### src/rtl/tdes_pass_sequencer.sv
// Sequences one shared single-DES core through the three Triple-DES passes (E-D-E / D-E-D).
// Optional macro TDES_SINGLE_PASS_EN: equal keys collapse the operation to a single pass.
module tdes_pass_sequencer #(
  parameter int unsigned TIMEOUT = 64,
  parameter int unsigned DATA_W  = 64
) (
  input  logic              HCLK,
  input  logic              HRESET,
  input  logic              enable,
  input  logic              encryptionType,
  input  logic [DATA_W-1:0] data,
  input  logic [DATA_W-1:0] key1,
  input  logic [DATA_W-1:0] key2,
  input  logic [DATA_W-1:0] key3,
  output logic              des_start,
  output logic              des_decrypt,
  output logic [DATA_W-1:0] des_key,
  output logic [DATA_W-1:0] des_din,
  input  logic              des_done,
  input  logic [DATA_W-1:0] des_dout,
  output logic              outputEnable,
  output logic [DATA_W-1:0] outputData,
  output logic              busy,
  output logic              error
);

  typedef enum logic [2:0] {S_IDLE, S_ISSUE, S_WAIT, S_FINISH, S_ERROR} state_t;

  localparam logic [9:0] TLIM = 10'(TIMEOUT - 32'd1);

  state_t            state_q, state_d;
  logic [1:0]        pass_q, pass_d;
  logic [9:0]        timer_q, timer_d;
  logic              enc_q, enc_d;
  logic [DATA_W-1:0] k1_q, k1_d, k2_q, k2_d, k3_q, k3_d;
  logic [DATA_W-1:0] work_q, work_d;
  logic              start_q, start_d;
  logic              dec_q, dec_d;
  logic [DATA_W-1:0] key_q, key_d;
  logic [DATA_W-1:0] din_q, din_d;
  logic              oe_q, oe_d;
  logic [DATA_W-1:0] od_q, od_d;
  logic              busy_q, busy_d;
  logic              err_q, err_d;
  logic [1:0]        first_pass;
  logic [1:0]        pass_inc;

  // Encrypt order key1,key2,key3; decrypt order key3,key2,key1. Middle pass always key2.
  function automatic logic [DATA_W-1:0] job_key(input logic enc, input logic [1:0] p,
                                                input logic [DATA_W-1:0] a,
                                                input logic [DATA_W-1:0] b,
                                                input logic [DATA_W-1:0] c);
    return (p == 2'd1) ? b : (((p == 2'd0) == enc) ? a : c);
  endfunction

  function automatic logic job_dec(input logic enc, input logic [1:0] p);
    return enc ? (p == 2'd1) : (p != 2'd1);
  endfunction

  always_comb begin
    state_d    = state_q;
    pass_d     = pass_q;
    timer_d    = timer_q;
    enc_d      = enc_q;
    k1_d       = k1_q;
    k2_d       = k2_q;
    k3_d       = k3_q;
    work_d     = work_q;
    start_d    = 1'b0;
    dec_d      = dec_q;
    key_d      = key_q;
    din_d      = din_q;
    oe_d       = oe_q;
    od_d       = od_q;
    busy_d     = busy_q;
    err_d      = err_q;
    pass_inc   = pass_q + 2'd1;
`ifdef TDES_SINGLE_PASS_EN
    first_pass = (key1 == key2 && key2 == key3) ? 2'd2 : 2'd0;
`else
    first_pass = 2'd0;
`endif
    unique case (state_q)
      S_IDLE, S_ERROR: begin
        // Job registers load straight from the ports since the shadow copy lands on this same edge.
        if (enable) begin
          state_d = S_ISSUE;
          enc_d   = encryptionType;
          k1_d    = key1;
          k2_d    = key2;
          k3_d    = key3;
          work_d  = data;
          pass_d  = first_pass;
          timer_d = '0;
          busy_d  = 1'b1;
          err_d   = 1'b0;
          oe_d    = 1'b0;
          start_d = 1'b1;
          dec_d   = job_dec(encryptionType, first_pass);
          key_d   = job_key(encryptionType, first_pass, key1, key2, key3);
          din_d   = data;
        end
      end
      S_ISSUE: begin
        state_d = S_WAIT;
        timer_d = '0;
      end
      S_WAIT: begin
        if (des_done) begin
          work_d = des_dout;
          if (pass_q != 2'd2) begin
            state_d = S_ISSUE;
            pass_d  = pass_inc;
            start_d = 1'b1;
            dec_d   = job_dec(enc_q, pass_inc);
            key_d   = job_key(enc_q, pass_inc, k1_q, k2_q, k3_q);
            din_d   = des_dout;
          end else begin
            state_d = S_FINISH;
          end
        end else if (timer_q + 10'd1 >= TLIM) begin
          state_d = S_ERROR;
          err_d   = 1'b1;
          busy_d  = 1'b0;
          oe_d    = 1'b0;
        end else begin
          timer_d = timer_q + 10'd1;
        end
      end
      S_FINISH: begin
        state_d = S_IDLE;
        od_d    = work_q;
        oe_d    = 1'b1;
        busy_d  = 1'b0;
      end
      default: state_d = S_IDLE;
    endcase
  end

  always_ff @(posedge HCLK or negedge HRESET) begin
    if (!HRESET) begin
      state_q <= S_IDLE;
      pass_q  <= '0;
      timer_q <= '0;
      enc_q   <= 1'b0;
      k1_q    <= '0;
      k2_q    <= '0;
      k3_q    <= '0;
      work_q  <= '0;
      start_q <= 1'b0;
      dec_q   <= 1'b0;
      key_q   <= '0;
      din_q   <= '0;
      oe_q    <= 1'b0;
      od_q    <= '0;
      busy_q  <= 1'b0;
      err_q   <= 1'b0;
    end else begin
      state_q <= state_d;
      pass_q  <= pass_d;
      timer_q <= timer_d;
      enc_q   <= enc_d;
      k1_q    <= k1_d;
      k2_q    <= k2_d;
      k3_q    <= k3_d;
      work_q  <= work_d;
      start_q <= start_d;
      dec_q   <= dec_d;
      key_q   <= key_d;
      din_q   <= din_d;
      oe_q    <= oe_d;
      od_q    <= od_d;
      busy_q  <= busy_d;
      err_q   <= err_d;
    end
  end

  assign des_start    = start_q;
  assign des_decrypt  = dec_q;
  assign des_key      = key_q;
  assign des_din      = din_q;
  assign outputEnable = oe_q;
  assign outputData   = od_q;
  assign busy         = busy_q;
  assign error        = err_q;

endmodule
### config.mk
export PLATFORM = sky130hd
export DESIGN_NAME = tdes_pass_sequencer
export DESIGN_NICKNAME = d
export VERILOG_FILES = /design/src/rtl/tdes_pass_sequencer.sv
export SDC_FILE = /design/constraint.sdc
export NUM_CORES = 1
export LEC_CHECK = 0
export CAP_MARGIN = 15
export CORE_MARGIN = 5
export CORE_UTILIZATION = 55
export CTS_BUF_LIST = sky130_fd_sc_hd__clkbuf_2 sky130_fd_sc_hd__clkbuf_4 sky130_fd_sc_hd__clkbuf_8
export DETAILED_ROUTE_END_ITERATION = 7
export HOLD_SLACK_MARGIN = 0.03
export PLACE_DENSITY = 0.88
export RECOVER_POWER = 50
export SKIP_LAST_GASP = 1
export SYNTH_ARGS = -nofsm -noshare
export SYNTH_HDL_FRONTEND = slang
export SYNTH_SLANG_ARGS = --single-unit
### constraint.sdc
create_clock -name HCLK -period 5 [get_ports HCLK]
set_clock_uncertainty 0.15 [all_clocks]
set_input_delay 0.5 -clock HCLK [delete_from_list [all_inputs] [get_ports HCLK]]
set_output_delay 0.5 -clock HCLK [all_outputs]
set_load 0.03 [all_outputs]
==> impl_metrics.json <==
{
  "antenna_left": 0,
  "routed_wl_um": 63900,
  "tightestPinTransition_ns": 3.28,
  "critPathMostFrequentCell": "a21oi_1",
  "synthCells": 2185,
  "cts_tree": "built",
  "clk_path_buf_depth": 3,
  "layout_common_cells": "nand2_1, clkdlybuf4s50_1, dfrtp_1",
  "arrival_ns": 4.11,
  "hold_depth": 3,
  "finalSetupTns_ns": 0,
  "pre_cts_slack_ns": 1.64,
  "path_class": "reg2reg",
  "ff2ff_setup_slack_ns": 1.26,
  "cp_slowest_cell": "nand2_1",
  "drc_errors": 0,
  "finalMaxSlewViolations": 437,
  "die_h_um": 203,
  "crit_family": "simple AND/OR/NAND/NOR gates",
  "grt_pass1_wl_um": 101000,
  "cts_resized": 0,
  "hold_viol_final": 0,
  "drt_iter0_markers": 1347,
  "area_growth_pct": 34.7,
  "port-buffer-count": 521,
  "timing.rr.end": "work_q[12]$_DFFE_PN0P_",
  "die_x_um": 203,
  "io_pins": 522,
  "min_period_ns": 3.74,
  "rr_worst_depth": 7,
  "cp.required_ns": 5.37,
  "p_leak_nw": 12.9,
  "period_share": 0.748,
  "dieArea_um2": 41300,
  "core_area_um2": 36800,
  "hold_end": "k2_q[61]$_DFFE_PN0P_",
  "syn_avg_cell_area_um2": 9.41,
  "grtUsageTotal": 0.306,
  "cts_setup_buffers": 0,
  "fmax_mhz": 267,
  "worstHoldStart": "key2[61]",
  "syn_area_um2": 20600,
  "grt_pass1_vias": 18500,
  "ir_drop_mv": 0.530,
  "htreeDepth": 3,
  "synth_cell_types": 41,
  "numCtsBuffers": 77,
  "critPathLaunchType": "flop",
  "maxCapViolCount": 4,
  "clock_sinks": 469,
  "wl_per_cell_um": 20.0,
  "path_max_fanout": 53,
  "setup_viol": 0,
  "vias_per_cell": 5.55,
  "drt-pass1-iter-count": 5,
  "gp_congestion": 0.957,
  "cp_num_buf_inv": 1,
  "relSlewSlack": -1.18,
  "outcome": "finished with violations",
  "overflow": 0,
  "std_cell_rows": 70,
  "rr_startpoint": "state_q[2]$_DFFE_PN0P_",
  "p_per_area_nw_per_um2": 694,
  "path_clk_slew_ns": 0.06,
  "finalCoreUtilization": 0.753,
  "cp-end-kind": "flop",
  "clock_latency_ns": 0.63,
  "slowest_delay_ns": 1.27,
  "violations": "capacitance limit, slew limit",
  "rsz0062_at_grt": "false",
  "finalNetCount": 2991,
  "yosys_warnings": 0,
  "grt_max_degree": 201,
  "cts_root_buffer": "clkbuf_8",
  "vias": 17700,
  "setup_ws_ns": 1.26,
  "mostFrequentLayoutCell": "nand2_1",
  "antenna_found_initial": 20,
  "synth-seq-cells": 469,
  "initial_core_util": 0.559,
  "dp_hpwl_um": 42800,
  "crit_chain": "or3b_1 -> a21oi_1 -> o21ai_4 -> nand2_1 -> buf_4 -> nor2_1 -> a21oi_1",
  "ys_seq_area_frac": 0.571,
  "hold_path_class": "in2reg",
  "syn-num-nets": 2515,
  "drive_gt1_frac": 0.0836
}
-- metrics by stage --
| stage | std cells | instance area [um2] | power, mW | hold slack, ns |
|---|---|---|---|---|
| 2_1_floorplan | 2185 | 20600 | 12.1 | 0.0544 |
| 3_3_place_gp | 3049 | 26100 | 15.2 | 0.306 |
| 3_5_place_dp | 3049 | 26100 | 15.6 | 0.311 |
| 4_1_cts | 3182 | 27700 | 19.2 | 0.203 |
| 5_1_grt | 3194 | 27700 | 20.4 | 0.232 |
| 6_report | 3195 | 27700 | 19.2 | 0.249 |
-- worst register-to-register path: cells and delay by family, from the launching register on --
family | cells | cell delay (ns)
buf+inv | 1 | 0.60
flops | 1 | 0.46
simple gates | 3 | 1.82
compound gates | 3 | 0.62
-- how the worst max path moves through the flow --
stage	cells after the start	slack (ns)	from	endpoint
2_1_floorplan	7	2.88	timer_q[8]$_DFFE_PN0P_	timer_q[5]$_DFFE_PN0P_
3_3_place_gp	8	1.80	des_done	des_din[11]$_DFFE_PN0P_
3_5_place_dp	8	1.64	des_done	des_din[23]$_DFFE_PN0P_
4_1_cts	8	1.77	state_q[0]$_DFFE_PN0P_	des_din[14]$_DFFE_PN0P_
5_1_grt	2	0.77	HRESET	des_key[1]$_DFFE_PN0P_
6_report	7	1.26	state_q[2]$_DFFE_PN0P_	work_q[12]$_DFFE_PN0P_
-- timing repair --
action	CTS	global route
endpoints found under the setup margin	0	0
endpoints found under the hold margin	117	0
hold buffers	1	0
-- cell type report --
| class | instances | area, um2 |
|---|---|---|
| Tap cell | 468 | 586 |
| Sequential cell | 469 | 11700 |
| Fill cell | 2367 | 9100 |
| Clock inverter | 17 | 171 |
| Multi-Input combinational cell | 1566 | 8250 |
| Timing Repair Buffer | 541 | 5420 |
| Clock buffer | 115 | 1460 |
| Inverter | 6 | 25.0 |
| Antenna cell | 13 | 32.5 |
-- synthesized netlist by cell type, drive strengths merged --
| library cell | instances | area [um2] |
|---|---|---|
| a31oi | 2 | 12.5 |
| nor4 | 1 | 6.26 |
| o21bai | 1 | 7.51 |
| ha | 5 | 62.6 |
| a2111oi | 1 | 10.0 |
| mux2i | 193 | 1930 |
| nor2 | 200 | 751 |
| buf | 57 | 269 |
| and2 | 4 | 26.3 |
| clkbuf | 87 | 327 |
| o22ai | 1 | 6.26 |
| inv | 6 | 22.5 |
| mux2 | 64 | 721 |
| dfrtp | 469 | 11700 |
| xor2 | 2 | 17.5 |
| or3b | 2 | 17.5 |
| and3 | 2 | 13.8 |
| nand2b | 5 | 31.3 |
| xnor2 | 3 | 33.8 |
| nand4 | 6 | 37.5 |
| and4 | 1 | 8.76 |
| a2bb2oi | 2 | 17.5 |
| o21ai | 134 | 671 |
| nand3 | 5 | 25.0 |
| o2bb2ai | 2 | 17.5 |
| a21bo | 1 | 10.0 |
| nand2 | 722 | 2710 |
| nor3b | 2 | 20.0 |
| or2 | 2 | 12.5 |
| nor3 | 4 | 25.0 |
| a21oi | 197 | 986 |
| o31ai | 2 | 15.0 |
-- cell families after synthesis --
family,after synthesis,synth area share
fa+ha+maj,5,0.00304
xor+xnor,5,0.00250
flops,469,0.571
compound gates,343,0.0853
mux,257,0.129
buf+inv,150,0.0301
simple gates,956,0.179
-- metal layers --
metal	track usage	vias to the layer above	wire length, um
li1	-	8130	-
met4	0.131	16	2550
met5	0	-	95
met2	0.493	840	31000
met3	0.0986	166	6300
met1	0.383	8581	24000
-- power breakdown --
part           switching (mW)  internal [mW]
clock network            1.55           2.02
registers                1.04           5.63
logic                    5.54           3.45
total                    8.13           11.1
-- registers in the layout, indices dropped and copies added, names as in the netlist --
| register | count |
|---|---|
| busy | 1 |
| des_decrypt | 1 |
| des_din | 64 |
| des_key | 64 |
| des_start | 1 |
| enc_q | 1 |
| error | 1 |
| k1_q | 64 |
| k2_q | 64 |
| k3_q | 64 |
| outputData | 64 |
| outputEnable | 1 |
| pass_q | 2 |
| state_q | 3 |
| timer_q | 10 |
| work_q | 64 |
Note: power is estimated with default switching activity, not from simulation.
